### config.mk
export PLATFORM = sky130hd
export DESIGN_NAME = uart_tx_fifo
export DESIGN_NICKNAME = d
export VERILOG_FILES = /design/src/rtl/moss_uart_pkg.sv /design/src/rtl/fifo_mem.sv /design/src/rtl/uart_tx_fifo.sv
export SDC_FILE = /design/constraint.sdc
export NUM_CORES = 1
export LEC_CHECK = 0
export CAP_MARGIN = 20
export CELL_PAD_IN_SITES_DETAIL_PLACEMENT = 1
export CELL_PAD_IN_SITES_GLOBAL_PLACEMENT = 1
export CORE_MARGIN = 2
export CORE_UTILIZATION = 51
export CTS_BUF_LIST = sky130_fd_sc_hd__clkbuf_16
export DETAILED_ROUTE_END_ITERATION = 8
export PLACE_DENSITY = 0.78
export SLEW_MARGIN = 20
export SYNTH_ARGS = -nofsm -noshare
export SYNTH_HDL_FRONTEND = slang
export SYNTH_SLANG_ARGS = --single-unit
export TNS_END_PERCENT = 30
### constraint.sdc
create_clock -name clk -period 3.51 [get_ports clk]
set_input_delay 0.702 -clock clk [delete_from_list [all_inputs] [get_ports clk]]
set_output_delay 0.702 -clock clk [all_outputs]
set_load 0.005 [all_outputs]
### src/rtl/moss_uart_pkg.sv
// Shared types for the UART transmit path: byte width, byte type, TX FIFO read FSM states.
// Latency: n/a (types and constants only).
// Backpressure: n/a.
package moss_uart_pkg;

   localparam int UART_DATA_W = 8;

   typedef logic [UART_DATA_W-1:0] uart_byte_t;

   typedef enum logic [1:0] {
      IDLE      = 2'd0,
      SEND      = 2'd1,
      WAIT_BUSY = 2'd2,
      WAIT_DONE = 2'd3
   } tx_fifo_state_t;

endpackage

### src/rtl/fifo_mem.sv
// Byte storage for the TX FIFO: DEPTH x DATA_W array, synchronous write, asynchronous head read.
// Latency: write visible on rd_data the cycle after the write edge; read is combinational.
// Backpressure: none here; the owner guarantees wr_en only when a slot is free.
// Ports: clk; wr_en/wr_addr/wr_data write port; rd_addr -> rd_data read port.
module fifo_mem
   import moss_uart_pkg::*;
#(
   parameter  int DEPTH  = 16,
   parameter  int DATA_W = UART_DATA_W,
   localparam int AW     = $clog2(DEPTH)
) (
   input  logic              clk,
   input  logic              wr_en,
   input  logic [AW-1:0]     wr_addr,
   input  logic [DATA_W-1:0] wr_data,
   input  logic [AW-1:0]     rd_addr,
   output logic [DATA_W-1:0] rd_data
);

   // Storage is deliberately not reset: the pointers define which entries are valid.
   logic [DATA_W-1:0] mem [DEPTH];

   always_ff @(posedge clk) begin
      if (wr_en) begin
         mem[wr_addr] <= wr_data;
      end
   end

   assign rd_data = mem[rd_addr];

endmodule

### src/rtl/uart_tx_fifo.sv
// Byte FIFO feeding uart_tx: buffers producer bytes and issues them one at a time via send/busy.
// Latency: byte written in cycle N is popped in N+1 and pulsed out with tx_send in N+2.
// Backpressure: wr_ready drops when DEPTH bytes are held; a rejected writer must hold its data.
// Ports: clk, reset_n (async active-low); wr_valid/wr_ready/wr_data producer side;
//        tx_data/tx_send/tx_busy uart_tx side; level/empty occupancy status.
//        UART_TX_FIFO_STATS_EN adds sent_count (saturating tx_send count) and hi_water (peak level).
module uart_tx_fifo
   import moss_uart_pkg::*;
#(
   parameter  int DEPTH  = 16,
   parameter  int DATA_W = UART_DATA_W,
   localparam int AW     = $clog2(DEPTH),
   localparam int LW     = AW + 1
) (
   input  logic              clk,
   input  logic              reset_n,
   input  logic              wr_valid,
   output logic              wr_ready,
   input  logic [DATA_W-1:0] wr_data,
   output logic [DATA_W-1:0] tx_data,
   output logic              tx_send,
   input  logic              tx_busy,
   output logic [LW-1:0]     level,
   output logic              empty
`ifdef UART_TX_FIFO_STATS_EN
   ,
   output logic [15:0]       sent_count,
   output logic [LW-1:0]     hi_water
`endif
);

   localparam logic [AW:0] PTR_ONE = {{AW{1'b0}}, 1'b1};

   logic [AW:0]       wr_ptr;
   logic [AW:0]       rd_ptr;
   logic              full;
   logic              push;
   logic              pop;
   logic [DATA_W-1:0] head;
   tx_fifo_state_t    state;
   tx_fifo_state_t    state_nxt;

   // Extra wrap bit on each pointer separates full from empty; the difference
   // wraps modulo 2*DEPTH and therefore never exceeds DEPTH.
   assign level    = wr_ptr - rd_ptr;
   assign empty    = (wr_ptr == rd_ptr);
   assign full     = (wr_ptr[AW] != rd_ptr[AW]) && (wr_ptr[AW-1:0] == rd_ptr[AW-1:0]);
   assign wr_ready = !full;
   assign push     = wr_valid && !full;

   fifo_mem #(
      .DEPTH  (DEPTH),
      .DATA_W (DATA_W)
   ) u_mem (
      .clk     (clk),
      .wr_en   (push),
      .wr_addr (wr_ptr[AW-1:0]),
      .wr_data (wr_data),
      .rd_addr (rd_ptr[AW-1:0]),
      .rd_data (head)
   );

   always_ff @(posedge clk or negedge reset_n) begin
      if (!reset_n) begin
         wr_ptr  <= '0;
         rd_ptr  <= '0;
         tx_data <= '0;
         state   <= IDLE;
      end else begin
         state <= state_nxt;
         if (push) begin
            wr_ptr <= wr_ptr + PTR_ONE;
         end
         // tx_data only moves on a pop, which needs busy low, so it is
         // stable for the whole frame uart_tx is shifting out.
         if (pop) begin
            rd_ptr  <= rd_ptr + PTR_ONE;
            tx_data <= head;
         end
      end
   end

   // Pop is taken on the IDLE->SEND edge so the byte is already in tx_data
   // during the single SEND cycle that pulses tx_send.
   always_comb begin
      state_nxt = state;
      pop       = 1'b0;
      tx_send   = 1'b0;
      unique case (state)
         IDLE: begin
            if (!empty && !tx_busy) begin
               pop       = 1'b1;
               state_nxt = SEND;
            end
         end
         SEND: begin
            tx_send   = 1'b1;
            state_nxt = WAIT_BUSY;
         end
         WAIT_BUSY: begin
            if (tx_busy) begin
               state_nxt = WAIT_DONE;
            end
         end
         WAIT_DONE: begin
            if (!tx_busy) begin
               state_nxt = IDLE;
            end
         end
         default: begin
            state_nxt = IDLE;
         end
      endcase
   end

`ifdef UART_TX_FIFO_STATS_EN
   always_ff @(posedge clk or negedge reset_n) begin
      if (!reset_n) begin
         sent_count <= '0;
         hi_water   <= '0;
      end else begin
         if (tx_send && (sent_count != 16'hFFFF)) begin
            sent_count <= sent_count + 16'd1;
         end
         if (level > hi_water) begin
            hi_water <= level;
         end
      end
   end
`endif

endmodule

## Yosys cells after proc, flatten, opt, wreduce, memory -nomap -nowiden

Memories as Yosys holds them, arrays and structs flattened. A register that Yosys moved wholly into a read port is not among the register bits.
Cells that the tools add are included.

- Add/subtract/negate cells: 3
- Equal/unequal tests: 9
- Mux-type cells: 9
- Reduce and logical (&&, ||, !) cells: 9

Operators with widths:

| cell | number |
|---|---|
| 5-bit by 1-bit adder with 5-bit output, second input constant | 2 |
| 2-bit one-hot mux with 4 select lines | 1 |
| 2-bit two-way mux | 3 |
| 2-bit != test, second input constant | 3 |
| 5-bit == test | 1 |
| 1-bit two-way mux | 5 |
| 5-bit subtractor | 1 |
| 2-bit == test, second input constant | 2 |
| 4-bit == test | 1 |
| 1-bit logical NOT | 4 |
| 1-bit logical AND | 3 |
| 3-bit AND reduction | 1 |
| 2-bit by 1-bit == test with 1-bit output, second input constant | 1 |
| 2-bit logical NOT | 1 |
| 1-bit != test | 1 |

- Flip-flop bits (word level): 12
- Bits in writable memories: 128
- Input bits: 12
- Logic and storage cells: 34
- Memories: 1

Memory list:

| memory | depth | width | rd ports | clocked after memory_dff | wr ports | line | RTL |
|---|---|---|---|---|---|---|---|
| u_mem.mem | 16 | 8 | 1 | 1 | 1 | fifo_mem.sv:21 | `logic [DATA_W-1:0] mem [DEPTH];` |

## Longest topological paths before layout

Gate-level depths: netlist (run 1).

- Depth after elaboration: 6
- Depth in mapped cells: 10
- Depth with buffers taken out: 7

## Cells and area by module

A second synthesis (run 1) with hierarchy kept.

- Cell total of the unflattened synthesis: 318
- Area total of the unflattened synthesis: 6142.1 sq um

By module, submodules not included:

| module | instances | cells an instance | area an instance (sq um) | seq. area each (sq um) |
|---|---|---|---|---|
| fifo_mem | 1 | 221 | 4987.3 | 3843.7 |
| uart_tx_fifo | 1 | 97 | 1154.9 | 500.5 |

## Least setup slack after synthesis (run 1)

Ideal clock, no wire load.

- Kind: flip-flop to flip-flop
- Start: register rd_ptr[1]
- End: memory u_mem.mem[3][0] (netlist name) (enable)
- Library setup time: 0.383 ns
- Arrival time: 2.493 ns
- Path slack: 0.634 ns
- Cell stages (with the launch flop): 10
- Clock period less this slack: 2.876 ns
- Path through: dfrtp_1 -> buf_4 -> buf_4 -> inv_1 -> ha_1 -> and4_1 -> buf_2 -> a21boi_4 -> nand2_1 -> nor3_1

- Word-level cells in the longest chain between the ends: 6

RTL lines:

| item | line | RTL |
|---|---|---|
| start: declaration | uart_tx_fifo.sv:35 | `logic [AW:0] rd_ptr;` |
| start signal: assignment | uart_tx_fifo.sv:77 | `rd_ptr <= rd_ptr + PTR_ONE;` |
| 4-bit == test | uart_tx_fifo.sv:47 | `assign full = (wr_ptr[AW] != rd_ptr[AW]) && (wr_ptr[AW-1:0] == rd_ptr[AW-1:0]);` |
| 1-bit logical AND | uart_tx_fifo.sv:47 |  |
| 1-bit logical NOT | uart_tx_fifo.sv:49 | `assign push = wr_valid && !full;` |
| 1-bit logical AND | uart_tx_fifo.sv:49 |  |
| 1-bit two-way mux | fifo_mem.sv:24 | `if (wr_en) begin` |
| 1-bit two-way mux (not written as such) | fifo_mem.sv:25 | `mem[wr_addr] <= wr_data;` |
| end: declaration | fifo_mem.sv:21 |  |

Every way passes these cells.

## Worst setup path after layout (run 1)

- Start: register wr_ptr[0]
- End: output port level[4]

- Word-level cells in the longest chain between the ends: 1

RTL lines:

| item | line | RTL |
|---|---|---|
| start: declaration | uart_tx_fifo.sv:34 | `logic [AW:0] wr_ptr;` |
| start signal: assignment | uart_tx_fifo.sv:72 | `wr_ptr <= wr_ptr + PTR_ONE;` |
| 5-bit subtractor | uart_tx_fifo.sv:45 | `assign level = wr_ptr - rd_ptr;` |
| end: declaration | uart_tx_fifo.sv:23 | `output logic [LW-1:0] level,` |

Every way passes these cells.

==> results of run 1 <==
[power by group through the flow]
stage | sequential (mW) | clock (mW) | combinational (mW)
final | 2.35 | 1.65 | 2.10
after global routing | 2.38 | 1.75 | 2.27
after CTS | 2.35 | 1.67 | 2.12
after detailed placement | 2.38 | 0 | 2.08
after global placement | 2.35 | 0 | 1.98
after floorplan | 2.31 | 0 | 1.34
[per-stage QoR]
stage	util	worst slack [ps]	instances	total power, mW	cell area (um^2)
floorplan	-	634	370	3.66	6090
global placement	0.572	683	542	4.33	6590
detailed placement	0.572	561	542	4.45	6590
CTS	0.619	117	574	6.13	7130
global route	0.619	2.95	574	6.40	7120
finish	0.619	136	574	6.10	7120
[area by class of cell]
| type | count | area, um^2 | area share |
|---|---|---|---|
| repair buffers | 47 | 415 | 0.0583 |
| clock inverters | 15 | 118 | 0.0165 |
| multi-input cells | 193 | 1600 | 0.225 |
| well taps | 143 | 179 | 0.0251 |
| flip-flops and latches | 148 | 4340 | 0.610 |
| clock buffers | 17 | 425 | 0.0597 |
| inverters | 11 | 41.3 | 0.00580 |
[sequential cells by signal (all words and copies together), names as in the netlist]
signal / count
rd_ptr: 5
state: 2
tx_data: 8
u_mem.mem: 128
wr_ptr: 5
[placed cells by master (no fill, tap or decap), types with 9 or more instances in the layout]
| cell type | instances |
|---|---|
| sky130_fd_sc_hd__ha_1 | 14 |
| sky130_fd_sc_hd__clkbuf_16 | 17 |
| sky130_fd_sc_hd__mux2i_1 | 49 |
| sky130_fd_sc_hd__nand2_1 | 9 |
| sky130_fd_sc_hd__clkdlybuf4s50_1 | 26 |
| sky130_fd_sc_hd__dfrtp_1 | 20 |
| sky130_fd_sc_hd__xnor2_1 | 11 |
| sky130_fd_sc_hd__edfxtp_1 | 128 |
| sky130_fd_sc_hd__nor2_1 | 30 |
| sky130_fd_sc_hd__buf_4 | 20 |
| sky130_fd_sc_hd__o22ai_1 | 16 |
| sky130_fd_sc_hd__inv_1 | 12 |
[how the worst max path moves through the flow]
| stage | endpoint | slack, ps | depth (start not counted) |
|---|---|---|---|
| after floorplan | u_mem.mem[3][0] | 630 | 9 |
| after global placement | level[4] | 680 | 8 |
| after detailed placement | level[4] | 560 | 8 |
| after CTS | level[4] | 120 | 8 |
| after global routing | level[4] | 3 | 8 |
| final | level[4] | 140 | 8 |
[cells by family (layout without fill, tap and decap cells)]
family / after synthesis / after routing / share of synthesized area
DFF: 148 / 148 / 0.713
adders and majority gates: 15 / 15 / 0.0320
buffers and inverters: 29 / 90 / 0.0242
xor gates and xnor gates: 13 / 13 / 0.0187
AOI/OAI and AO/OA: 49 / 49 / 0.0555
muxes: 58 / 58 / 0.113
and+or+nand+nor: 58 / 58 / 0.0440
[worst max-delay path, delay by kind of cell (launching register included)]
kind,cells,cell delay [ps]
flops,1,410
compound gates,2,360
buf+inv,3,750
xor+xnor,1,140
fa+ha+maj,2,590
[layer usage]
metal / track usage / routed length (um)
met5: 0 / 0
met4: 0.0797 / 280
met3: 0.0546 / 641
met2: 0.416 / 7550
met1: 0.318 / 6090
==> results by stage, run 1 <==
Status:
- The flow ran to the end, and the final reports show no timing, DRC or antenna violations.

Power:
- Of the total power, registers draw 0.385.
- The total net switching power is 2.00 mW.
- The cell internal power dissipation is 4.10 mW.
- The combinational share of power is 0.344.
- The worst-case IR drop observed on VDD is 0.000386 V.
- For this design the ratio of total power to cell area is ~860 mW/mm^2.
- For this design the static power due to leakage is 2.55 nW.
- Of the total power, the share spent switching nets is 0.328.
- The share of total power dissipated in the clock network is 0.270.

Clock tree:
- The clock reaches the later pin of the worst-skew pair after 420 ps.
- TritonCTS built the clock tree.
- After clock tree synthesis, the clock-pin slew on the worst setup and hold paths is around 60 ps.
- In this run the post-CTS setup repair buffer count came out at 0.
- The clock passes through at most 2 buffers.
- The cell sitting at the root of the clock tree is a sky130_fd_sc_hd__clkbuf_16.
- CTS built an H-tree with a depth of 4.
- Counting the buffers created by CTS gives 17.
- The quantity of gates resized following cts is 0.
- Counting every sink on the clock net gives 148.
- The hold buffer count at CTS is 0.

STA:
- The time the worst path needs with I/O delays and setup is 3370 ps.
- In this run the tightest slew margin relative to its limit is 0.499.
- Setup repair after global routing left no endpoint under its margin.
- The max-slew violation count was 0.
- The worst-case clock skew is 4.36 ps.
- The timing-limited maximum frequency is between 200 and 300 MHz.
- The final hold slack is approximately 270 ps.
- Of the available clock period, the critical path in the final layout requires 0.961.
- Setup violations remaining at the end of the flow were counted as 0.
- The total count of hold-check failures in the final report is 0.
- Summed over all failing endpoints, the final setup total negative slack is 0 ps.
- The worst-margin pin slew is ~750 ps.

Layout:
- The synthesis-to-finish area growth is 16.9%.
- The number of diodes added for antenna fixing is 0.
- Counting the fill cells in the layout gives 1041.
- The final layout contains 445 nets.
- In the final layout, the share of cells above drive strength 1 is 0.144.

Die:
- Measured along the x axis, the die boundary spans 113 um.
- The initial cell density of the core is 0.529.
- From bottom edge to top edge, the die measures 113 um.
- The core region area is 0.0115 mm^2.
- After floorplanning, the core was divided into 39 placement rows.
- 28 I/O pins were placed.
- The die covers around 0.013 mm^2.

Setup path:
- Walking the worst path, the cells encountered are inv_1, ha_1, inv_1, fa_1, a21o_1, a21oi_1, xnor2_1, clkdlybuf4s50_1.
- By instance count, the cell type seen most on the critical path is sky130_fd_sc_hd__inv_1.
- The kind of end point of the critical path is an output port.
- The category of the worst setup path launch point is a register.
- Counting cells, the worst reg-to-reg path comes to 6.
- The critical setup path kind is register to output port.
- The delay contributed by the slowest stage of the critical path is 520 ps.
- At the worst endpoint, the arrival time is roughly 2700 ps.
- For flop-to-flop paths, the worst setup slack is 970 ps.
- Along the worst path, the maximum fanout reaches 4.
- In this run the worst setup path begins at wr_ptr[0].
- Data on the critical path is required at its endpoint by 2810 ps.
- The worst register-to-register path ends at u_mem.mem[3][6].
- The launching point of the worst reg2reg path is wr_ptr[2].
- The slowest stage of the critical path is the sky130_fd_sc_hd__clkdlybuf4s50_1 cell.

Synthesis:
- After synthesis the cells add up to 0.00609 mm^2.
- Synthesis inferred 148 register bits.
- The post-synthesis average cell area is 16.5 um^2.
- Yosys instantiated no cell more often than sky130_fd_sc_hd__edfxtp_1.
- Ranked by total cell area, the synthesized netlist is headed by sky130_fd_sc_hd__edfxtp_1 63%, sky130_fd_sc_hd__dfrtp_1 8.2%, sky130_fd_sc_hd__mux2i_1 8.1%, sky130_fd_sc_hd__mux4_2 3.0%, sky130_fd_sc_hd__ha_1 2.9%.
- The fraction of synthesis flops using an asynchronous set or reset pin is 0.135.
- Of the post-synthesis cell area, the dominant cell type holds 0.631.
- When the netlist entered floorplanning its net count stood at between 300 and 400.
- sky130_fd_sc_hd__edfxtp_1 takes more of the synthesized area than any other cell.
- The synthesized netlist contains 38 unique library cells.
- The fraction of the yosys area taken by sequential cells is 0.713.
- Ranked by instance count, the synthesized netlist is headed by 128 x sky130_fd_sc_hd__edfxtp_1, 49 x sky130_fd_sc_hd__mux2i_1, 30 x sky130_fd_sc_hd__nor2_1.
- In the synthesized netlist the dominant register cell turns out to be sky130_fd_sc_hd__edfxtp_1.
- The cell count after synthesis came out at 370.
- The synthesized design contains 128 enable-type register cells.
- The count of yosys warnings during synthesis is 0.

Placed design:
- The final weighted congestion in routability-driven placement is 0.816.
- The count of input and output buffers is 27.
- After legalization and detailed placement, the total HPWL measured 9.07 mm.

GRT:
- For this run, the total global-route usage over all layers was measured as 0.246.
- The initial antenna violation count was 0.
- The number of global-route vias before repair came to ~3700.
- Global routing finished with a remaining overflow of 0.
- The pin count of the biggest net entering global routing is 32.
- The first global-routing pass estimated 22.6 mm of wire.

Detailed routing:
- In the routed layout, each cell is associated on average with a via count of between 5 and 6.
- The routed layout has 3420 vias.
- The per-cell routed wire length is 25.4 um.
- Before antenna repair, the detailed router went through 5 iterations.
- Wires add up to 14.6 mm.
- The antenna violation net count after detailed routing is 0.
- The first routing iteration left 260 violations.
- The total DRC errors in the routed layout is 0.

Job:
- The tool flagged a number of max-cap violations equal to 0.

Min path:
- The min-delay analysis places its worst path in the category primary input to asynchronous set/reset pin.
Note: power is estimated with default switching activity, not from simulation.
==> inputs of run 2 (changes only) <==
Settings changed: CORE_UTILIZATION 51 to 55, PLACE_DENSITY 0.78 to 0.84.
Clock period 3.51 ns to 4.2 ns, I/O delays scaled along.
==> run 2 against run 1 <==
  * Routed wire length increased by 4.4%
  * Cell count is 2.6% lower
  * Non-clock buffer count down 12
  * Utilization is 3.9 points higher
  * Register-to-register slack better by 110 ps
  * Sequential cell count is the same
  * Via count is 2.5% higher
  * Design area about the same
  * Total power down 12%
  * Global-route usage up 3.4 points
  * Combinational power fell by 17%
  * Critical path type unchanged
==> results by stage, run 2 (synthesis gave the netlist of run 1 again) <==
Die:
- The core region area is 0.0108 mm^2 (was 0.0115 mm^2).
- The top-level I/O count is 28 (unchanged).
- The width of the die is 109 um (was 113 um).
- The initial cell density of the core is 0.562 (was 0.529).
- The floorplan die height is 109 um (was 113 um).
- The area enclosed by the die boundary is 0.0119 mm^2 (was 0.0128 mm^2).
- The row count is 38 (was 39).

Placed design:
- The number of placed instances, taps included came to 527 (was 542).
- The half-perimeter wire length after placement came to 8.85 mm (was 9.07 mm).
- The count of input and output buffers was 27 (unchanged).
- The final weighted congestion in routability-driven placement is 0.807 (was 0.816).

Status:
- Result of the run: complete, no violations (unchanged).

Layout:
- The net count of the finished layout is 433 (was 445).
- The fraction of final layout cells sized beyond drive strength 1 is 0.119 (was 0.144).
- The flip-flop count of the largest register, all copies and words added is 128 (unchanged).
- The post-layout instance count excluding filler cells is 559 (was 574).
- The synthesis-to-finish area growth is 16.9% (about the same).
- The total area of multi-input combinational cells is 0.00160 mm^2 (unchanged).
- The number of diodes added for antenna fixing is 0 (unchanged).
- The largest register by flop count is u_mem.mem (unchanged).
- The fill cell instance count of the final layout is 946 (was 1041).
- The most frequent standard cell in the layout excluding fill and tap cells is sky130_fd_sc_hd__edfxtp_1 (unchanged).
- Largest regs: u_mem.mem: 128 flops, tx_data: 8 flops (unchanged).
- Commonest cells after routing, fill and taps aside: 128 x sky130_fd_sc_hd__edfxtp_1, 49 x sky130_fd_sc_hd__mux2i_1, 30 x sky130_fd_sc_hd__nor2_1, 26 x sky130_fd_sc_hd__clkdlybuf4s50_1, 20 x sky130_fd_sc_hd__dfrtp_1 (was 128 x sky130_fd_sc_hd__edfxtp_1, 49 x sky130_fd_sc_hd__mux2i_1, 30 x sky130_fd_sc_hd__nor2_1, 26 x sky130_fd_sc_hd__clkdlybuf4s50_1).
- The register area was 0.00434 mm^2 (unchanged).

Setup path:
- The family with the most delay on the worst path is buffers and inverters (unchanged).
- The launching point of the worst reg2reg path was rd_ptr[3] (was wr_ptr[2]).
- The largest fanout on the critical path is 4 (unchanged).
- The cell occurring most often along the worst timing path was sky130_fd_sc_hd__inv_1 (unchanged).
- The capturing point of the worst reg2reg path was u_mem.mem[10][1] (was u_mem.mem[3][6]).
- The kind of end point of the critical path is an output port (unchanged).
- The number of buffer and inverter stages on the critical path is 3 (unchanged).
- The worst setup slack for register-to-register paths is 1080 ps (was 970 ps).
- The critical setup path kind is register to output port (unchanged).
- The number of cells on the worst reg-to-reg path came to 6 (unchanged).
- The critical path required time is 3360 ps (was 2810 ps).
- The cell with the biggest individual delay on the critical path is sky130_fd_sc_hd__clkdlybuf4s50_1 (unchanged).
- The data arrival at the endpoint of the critical path was 2690 ps (was 2670 ps).
- The delay contributed by the slowest stage of the critical path is 510 ps (was 520 ps).
- The category of the worst setup path launch point is a register (unchanged).
- Sequence of cells on the critical path: inv_1, ha_1, inv_1, fa_1, a21o_1, a21oi_1, xnor2_1, clkdlybuf4s50_1 (unchanged).

Detailed routing:
- The total via count in the routed design is 3506 (was 3420).
- The per-cell routed wire length is 27.2 um (was 25.4 um).
- The number of optimization iterations in the first detailed-route pass is 7 (was 5).
- The average via count per standard cell is 6.27 (was 5.96).
- The total DRC errors in the routed layout is 0 (unchanged).
- The first-iteration detailed-routing DRC count is 270 (was 260).
- The antenna violation net count after detailed routing is 0 (unchanged).
- The final wirelength is 15.2 mm (was 14.6 mm).

Power:
- The total net switching power was 1.74 mW (was 2.00 mW).
- The leakage power total is 2.54 nW (was 2.55 nW).
- The share of total power in the clock network is 0.307 (was 0.270).
- The power density over cell area is 756 mW/mm^2 (was 856 mW/mm^2).
- The peak supply drop was 0.000611 V (was 0.000386 V).
- The switching share of power is 0.322 (was 0.328).
- The cell internal power dissipation is 3.65 mW (was 4.10 mW).
- The power share of the sequential group was 0.371 (was 0.385).
- The overall power is 5.38 mW (was 6.10 mW).
- The combinational share of power is 0.322 (was 0.344).

Clock tree:
- The maximum level of the CTS H-tree is 4 (unchanged).
- The CTS tree is yes (unchanged).
- The CTS clock-pin slew for the worst setup and hold paths is 60 ps (about the same).
- The worst-case clock buffer depth is 2 (unchanged).
- The clock latency of the later-clocked register in the worst-skew pair is 420 ps (about the same).
- The quantity of gates resized following cts is 0 (unchanged).
- The number of buffers created by CTS was 17 (unchanged).
- The post-CTS setup buffer count is 0 (unchanged).
- The root buffer cell is sky130_fd_sc_hd__clkbuf_16 (unchanged).
- The sink count of the clock tree came to 148 (unchanged).
- The hold buffer count at CTS came to 0 (unchanged).

Job:
- The number of max-capacitance violations reported is 0 (unchanged).

STA:
- The worst-margin pin slew was 837 ps (was 750 ps).
- The ratio of final minimum period to clock period is 0.840.
- Setup repair after global routing missed its margin: no (unchanged).
- The time the worst path needs with I/O delays and setup is between 3000 and 4000 ps.
- The worst-case clock skew was 7.21 ps (was 4.36 ps).
- The max-slew violation count is 0 (unchanged).
- The setup violation total in the final timing report is 0 (unchanged).
- Based on the critical path, the design can be clocked at up to 283 MHz.
- The total count of hold-check failures in the final report was 0 (unchanged).
- The relative slew slack came to 0.440 (was 0.499).
- The final setup TNS was 0 ps (unchanged).

GRT:
- The initial antenna violation count is 0 (unchanged).
- The global-route wire length before repair came to 23.1 mm (was 22.6 mm).
- The total routing resource utilization after global routing is 0.279 (was 0.246).
- The overflow left after global routing is 0 (unchanged).
- The pin count of the biggest net entering global routing is 32 (unchanged).
- The number of global-route vias before repair came to 3676 (was 3724).

Min path:
- The classification of the worst-slack hold path was primary input to asynchronous set/reset pin (unchanged).
run 2: worst max-delay path by stage:
stage | cells after the start | slack (ps) | end | from
after floorplan | 9 | 1320 | u_mem.mem[3][0] | rd_ptr[1]
after global placement | 8 | 1250 | level[4] | wr_ptr[0]
after detailed placement | 8 | 1170 | level[4] | wr_ptr[0]
after CTS | 8 | 660 | level[4] | wr_ptr[0]
after global routing | 8 | 570 | level[4] | wr_ptr[0]
final | 8 | 670 | level[4] | wr_ptr[0]
run 2: final cells by class:
cell class / count / share of cell area
clock buffers: 17 / 0.0597
well taps: 140 / 0.0246
clock inverters: 15 / 0.0299
multi-input cells: 193 / 0.225
flip-flops and latches: 148 / 0.610
repair buffers: 35 / 0.0457
inverters: 11 / 0.00580
run 2: metal layers:
layer  vias to the layer above  GRT usage  part of all wire
li1                       1494          -                 -
met1                      1829      0.387              0.43
met2                       158      0.442              0.49
met3                        25     0.0616             0.058
met4                         0     0.0958             0.023
met5                         -          0                 0
run 2: per-stage QoR:
| step | cell area (um^2) | setup WS, ps | utilization | hold WS [ps] |
|---|---|---|---|---|
| after CTS | 7130 | 657 | 0.658 | 546 |
| after detailed placement | 6490 | 1170 | 0.599 | 533 |
| after global placement | 6490 | 1250 | 0.599 | 518 |
| after global routing | 7120 | 570 | 0.657 | 405 |
| final | 7120 | 671 | 0.657 | 395 |
| after floorplan | 6090 | 1320 | - | 502 |
run 2: power by group through the flow:
stage / Combinational, mW / Sequential [mW] / Clock [mW]
global placement: 1.61 / 1.99 / 0
floorplan: 1.12 / 1.93 / 0
global route: 1.88 / 2.01 / 1.72
detailed placement: 1.69 / 2.01 / 0
CTS: 1.75 / 1.99 / 1.66
finish: 1.74 / 2.00 / 1.65
==> inputs of run 3 (changes only) <==
Settings changed: CORE_UTILIZATION 55 to 51, PLACE_DENSITY 0.84 to 0.78.
Clock period 4.2 ns to 3.28 ns, I/O delays scaled along.
==> run 3 against run 2 <==
  * Combinational power rose by 28%
  * First-iteration DRC count fell by 33%
  * Critical path depth fell by 4
  * Total power rose by 24%
  * Sequential power rose by 26%
  * Clock power rose by 17%
  * Sequential cell count did not move
  * Cell count rose by 3.0%
  * Via count fell by 1.4%
  * Largest cell class unchanged
  * Largest power group unchanged
  * Highest routed layer unchanged
==> results by stage, run 3 (synthesis gave the netlist of run 1 again) <==
Layout:
- The flip-flop count of the largest register, all copies and words added is 128 (unchanged).
- The net count of the finished layout is 447 (was 433).
- The post-layout instance count excluding filler cells was 576 (was 559).
- The fraction of final layout cells sized beyond drive strength 1 came to 0.150 (was 0.119).
- The most frequent standard cell in the layout excluding fill and tap cells is sky130_fd_sc_hd__edfxtp_1 (unchanged).
- Commonest cells after routing, fill and taps aside: 128 x sky130_fd_sc_hd__edfxtp_1, 49 x sky130_fd_sc_hd__mux2i_1, 30 x sky130_fd_sc_hd__nor2_1, 26 x sky130_fd_sc_hd__clkdlybuf4s50_1, 22 x sky130_fd_sc_hd__buf_4 (was 128 x sky130_fd_sc_hd__edfxtp_1, 49 x sky130_fd_sc_hd__mux2i_1, 30 x sky130_fd_sc_hd__nor2_1, 26 x sky130_fd_sc_hd__clkdlybuf4s50_1, 20 x sky130_fd_sc_hd__dfrtp_1).
- The largest register by flop count is u_mem.mem (unchanged).
- The synthesis-to-finish area growth is 18.1% (was 16.9%).
- Largest regs: u_mem.mem: 128 flops, tx_data: 8 flops (unchanged).
- The number of diodes added for antenna fixing is 0 (unchanged).

Detailed routing:
- The routed length on met1 is 6.00 mm (was 6.53 mm).
- The average via count per standard cell is 6.00 (was 6.27).
- The highest layer used for signal routing is met4 (unchanged).
- The per-cell routed wire length was 24.3 um (was 27.2 um).
- The routed wire length on met2 came to 7.00 mm (was 7.43 mm).
- The total via count in the routed design is 3456 (was 3506).
- The final wirelength is 14.0 mm (was 15.2 mm).
- The routed length on met3 is 688 um (was 887 um).
- The total DRC errors in the routed layout is 0 (unchanged).
- The first-iteration detailed-routing DRC count is 181 (was 270).
- The number of optimization iterations in the first detailed-route pass is 5 (was 7).
- The antenna violation net count after detailed routing was 0 (unchanged).

Setup path:
- The launching point of the worst reg2reg path is wr_ptr[2] (was rd_ptr[3]).
- The number of cells on the worst reg-to-reg path is 6 (unchanged).
- The timing endpoint of the critical path is empty (was level[4]).
- The kind of end point of the critical path is an output port (unchanged).
- The category of the worst setup path launch point is a register (unchanged).
- The critical path required time was 2620 ps (was 3360 ps).
- The critical setup path kind is register to output port (unchanged).
- The worst setup path startpoint is wr_ptr[2] (was wr_ptr[0]).
- The worst setup slack for register-to-register paths is 600 ps (was 1080 ps).
- The capturing point of the worst reg2reg path is u_mem.mem[3][0] (was u_mem.mem[10][1]).
- The data arrival at the endpoint of the critical path is 2390 ps (was 2690 ps).
- The largest fanout on the critical path is 11 (was 4).

Placed design:
- The pre-CTS worst setup slack is 393 ps (was 1170 ps).
- The half-perimeter wire length after placement is 8.88 mm (was 8.85 mm).
- The number of placed instances, taps included was 542 (was 527).
- The final weighted congestion in routability-driven placement is 0.799 (was 0.807).
- The count of input and output buffers is 27 (unchanged).

STA:
- Of the available clock period, the critical path in the final layout requires 0.928.
- The worst path in the final design needs a cycle of 3040 ps, including I/O delays and setup.
- The max-slew violation count is 0 (unchanged).
- The worst-case clock skew is 7.63 ps (was 7.21 ps).
- Derived from the worst setup path, the maximum achievable clock frequency is 329 MHz.
- The relative slew slack is 0.355 (was 0.440).
- Setup repair after global routing missed its margin: no (unchanged).
- The final setup TNS is 0 ps (unchanged).
- The setup violation total in the final timing report is 0 (unchanged).
- The final hold slack is 530 ps (was 395 ps).
- The worst-margin pin slew came to 965 ps (was 837 ps).
- The total count of hold-check failures in the final report came to 0 (unchanged).
- The worst setup margin is 236 ps (was 671 ps).

Clock tree:
- The worst-case clock buffer depth is 2 (unchanged).
- The clock latency of the later-clocked register in the worst-skew pair is 420 ps (about the same).
- The root buffer cell is sky130_fd_sc_hd__clkbuf_16 (unchanged).
- The hold buffer count at CTS came to 0 (unchanged).
- The maximum level of the CTS H-tree is 4 (unchanged).
- The CTS tree is yes (unchanged).
- The sink count of the clock tree came to 148 (unchanged).
- The number of buffers created by CTS is 17 (unchanged).
- The CTS clock-pin slew for the worst setup and hold paths is 60 ps (about the same).

GRT:
- The initial antenna violation count was 0 (unchanged).
- The global-route wire length before repair is 22.1 mm (was 23.1 mm).
- The number of global-route vias before repair is 3753 (was 3676).
- The total routing resource utilization after global routing is 0.239 (was 0.279).
- The pin count of the biggest net entering global routing is 32 (unchanged).
- The overflow left after global routing came to 0 (unchanged).

Job:
- The number of max-capacitance violations reported is 0 (unchanged).

Min path:
- The classification of the worst-slack hold path is register to register (was primary input to asynchronous set/reset pin).
- The worst min-delay path startpoint is wr_ptr[4].

Status:
- Result of the run: complete, no violations (unchanged).

Power:
- The peak supply drop was 0.000363 V (was 0.000611 V).
- The power density over cell area came to 928 mW/mm^2 (was 756 mW/mm^2).
- The leakage power total is 2.60 nW (was 2.54 nW).
- The overall power is 6.68 mW (was 5.38 mW).

Die:
- The initial cell density of the core is 0.529 (was 0.562).
- The floorplan die height came to 113 um (was 109 um).
- The row count is 39 (was 38).
- The width of the die was 113 um (was 109 um).
- The core region area is 0.0115 mm^2 (was 0.0108 mm^2).
- The area enclosed by the die boundary is 0.0128 mm^2 (was 0.0119 mm^2).
- The top-level I/O count was 28 (unchanged).
-- run 3: changes by cell type in the layout (fill, tap and decap cells not counted) --
cell / previous run / this run
sky130_fd_sc_hd__inv_1: 13 / 12
sky130_fd_sc_hd__buf_2: 1 / 0
sky130_fd_sc_hd__bufinv_16: 5 / 3
sky130_fd_sc_hd__buf_4: 8 / 22
sky130_fd_sc_hd__inv_2: 0 / 1
sky130_fd_sc_hd__a21oi_1: 2 / 1
sky130_fd_sc_hd__a21oi_2: 1 / 2
sky130_fd_sc_hd__clkinv_2: 2 / 3
sky130_fd_sc_hd__clkinvlp_4: 2 / 3
sky130_fd_sc_hd__dlymetal6s2s_1: 0 / 1
-- run 3: worst max-delay path: stages (launching register included) --
cell                              delay (ps)
sky130_fd_sc_hd__dfrtp_1                 520
sky130_fd_sc_hd__ha_1                    430
sky130_fd_sc_hd__and4_1                  370
sky130_fd_sc_hd__and2_1                  160
sky130_fd_sc_hd__clkdlybuf4s50_1         490
-- run 3: power by group --
part	switching [mW]	internal, mW	total (mW)
Clock	0.746	1.19	1.93
Sequential	0.177	2.34	2.51
Combinational	1.20	1.03	2.23
-- run 3: worst min-delay path by stage --
stage	end	slack [ps]	cells after the start
6_report	wr_ptr[4]	530	1
4_1_cts	wr_ptr[4]	530	1
3_3_place_gp	wr_ptr[4]	520	1
5_1_grt	rd_ptr[4]	560	1
2_1_floorplan	rd_ptr[0]	360	0
3_5_place_dp	wr_ptr[4]	520	1
-- run 3: routing by layer --
| metal | up-vias | global-route usage |
|---|---|---|
| met4 | 0 | 0.0919 |
| met2 | 106 | 0.391 |
| met5 | - | 0 |
| met1 | 1800 | 0.316 |
| li1 | 1523 | - |
| met3 | 27 | 0.0557 |
-- run 3: metrics by stage --
step	util	area, um^2
after floorplan	-	6090
after global placement	0.572	6590
after detailed placement	0.572	6590
after CTS	0.623	7180
after global routing	0.625	7200
final	0.625	7200
-- run 3: layout make-up --
class / instances / area, um^2
clock inverter: 15 / 165
inverter: 11 / 41.3
multi-input combinational: 193 / 1600
tap: 143 / 179
fill: 1046 / 4320
sequential: 148 / 4340
timing repair buffer: 49 / 438
clock buffer: 17 / 425
-- run 3: repair_timing --
| action | CTS | global route |
|---|---|---|
| endpoints found under the hold margin | 0 | 0 |
| resized for setup | 1 | 2 |
| pin swaps | 0 | 0 |
| setup endpoints to repair | 1 | 1 |
| setup buffers | 0 | 2 |
==> edit: new RTL, flow settings as in run 1 <==
`DEPTH` is set to 16 in 2 places; all go to 8.
--- a/src/rtl/fifo_mem.sv
+++ b/src/rtl/fifo_mem.sv
@@ -5,7 +5,7 @@
 module fifo_mem
    import moss_uart_pkg::*;
 #(
-   parameter  int DEPTH  = 16,
+   parameter  int DEPTH  = 8,
    parameter  int DATA_W = UART_DATA_W,
    localparam int AW     = $clog2(DEPTH)
 ) (
--- a/src/rtl/uart_tx_fifo.sv
+++ b/src/rtl/uart_tx_fifo.sv
@@ -7,7 +7,7 @@
 module uart_tx_fifo
    import moss_uart_pkg::*;
 #(
-   parameter  int DEPTH  = 16,
+   parameter  int DEPTH  = 8,
    parameter  int DATA_W = UART_DATA_W,
    localparam int AW     = $clog2(DEPTH),
    localparam int LW     = AW + 1
Interface: changed (resized level); port bits go from 28 to 27. No check against the original RTL was run, so the function may have changed too.
==> edit against run 1 <==
Wire length fell by 49%; largest cell class unchanged; sequential cell count fell by 66; non-clock buffer count fell by 8; highest routed layer unchanged; worst hold slack improved by 0.070 ns; setup slack improved by 0.52 ns; critical endpoint is now level[3]; synthesized area fell by 44%; cell area fell by 42%; global-route usage fell by 1.7 points; count of clock-buffer cells in the layout fell by 8; total power fell by 36%.
==> edit: results (changes against run 1) <==
Parameter                              Value

GRT
  First-pass GRT wire length    11800 um (-48%)
  All-Layer GR Usage    22.9% (-1.7 points)
  Global-route track usage on met1    27.4% (-4.5 points)
  GR Layer Usage met3    5.77% (+0.31 points)

Placement
  IO Port Bufs    26 (-3.7%)
  Placement Cell Area    3810 um^2 (-42%)
  Final HPWL from detailed placement    5130 um (-43%)
  Worst setup timing slack at the placement stage    0.847 ns (+0.286 ns)
  RD Place Congestion    0.818 (+0.31%)
  Placed cell count    310 (-43%)

Routing
  Vias per std cell    5.64 (-5.3%)
  WL/cell    22.9 um (-9.7%)
  First-iteration detailed-routing DRC count    92 (-65%)

Layout
  Registers with the most flip-flops    u_mem.mem (64), tx_data (8)
  Total Nets Final    266 (-40%)
  Number of inserted filler cells in the final layout    550 (-47%)

Timing
  Worst Max-Slew Pin Slew    0.829 ns (+0.0796 ns)
  Clock Skews    0.00690 ns (+0.00254 ns)

Power and ir drop
  Static leakage    1.56 nW (-39%)

Run status
  Outcome    completed

Yosys
  Top cells by instance count after synthesis    sky130_fd_sc_hd__edfxtp_1 (64), sky130_fd_sc_hd__dfrtp_1 (18), sky130_fd_sc_hd__nand2_1 (17), sky130_fd_sc_hd__mux4_2 (16), sky130_fd_sc_hd__inv_1 (11)
  Synth cell types    30 (-21%)
  Arithmetic-cell share of the synthesized area counting full adders, half adders and majority gates    3.90% (+0.69 points)
  Multiplexer share of the synthesized area    13.7% (+2.5 points)
  Share of synthesized flip-flops with an asynchronous set or reset    22.0% (+8.4 points)
  Synthesized Nets    223 (-44%)

Clock network
  Clock network latency to the later pin of the worst-skew pair    0.34 ns (-0.08 ns)
==> edit: changes by cell type after synthesis, sizes merged, moves of 5 or more <==
cell,before,now
mux4,8,16
nor2,30,9
buf,15,6
a221oi,8,0
ha,14,9
a31oi,8,0
edfxtp,128,64
nand2,9,17
mux2i,49,8
o22ai,16,0
==> edit: power groups by stage <==
stage	logic, mW	clock network [mW]	registers [mW]
global placement	1.39	0	1.40
floorplan	0.893	0	1.39
CTS	1.48	1.07	1.40
detailed placement	1.46	0	1.42
global route	1.59	1.10	1.43
finish	1.46	1.05	1.40
==> edit: final cells by class <==
type | instances | area share (%)
Sequential cell | 82 | 57.3
Multi-Input combinational cell | 101 | 22.8
Timing Repair Buffer | 39 | 8.52
Clock buffer | 9 | 5.44
Clock inverter | 7 | 2.66
Tap cell | 77 | 2.33
Inverter | 11 | 0.997
==> edit: critical path, delay by kind of cell, from the launching register on <==
| kind | cells | cell delay, ns |
|---|---|---|
| compound gates | 2 | 0.34 |
| xor+xnor | 1 | 0.14 |
| fa+ha+maj | 1 | 0.35 |
| buf+inv | 1 | 0.52 |
| flops | 1 | 0.47 |
==> edit: worst paths after layout <==
path | from | to | slack, ns | depth (start not counted)
hold / removal | reset_n | state[0] | 0.34 | 1
min in group clk | tx_data[1] | tx_data[1] | 0.48 | 2
max in group asynchronous | reset_n | rd_ptr[1] | 2.82 | 1
setup / recovery | wr_ptr[1] | level[3] | 0.66 | 5
hold reg to reg | tx_data[1] | tx_data[1] | 0.48 | 2
setup reg to reg | wr_ptr[2] | u_mem.mem[4][7] | 0.96 | 6
==> edit: layer usage <==
layer | vias up | wire length (um) | share of wire (%)
met3 | 18 | 249 | 3.3
met2 | 41 | 3880 | 52
met4 | 0 | 168 | 2.3
li1 | 834 | - | -
met5 | - | 0 | 0
met1 | 947 | 3160 | 42
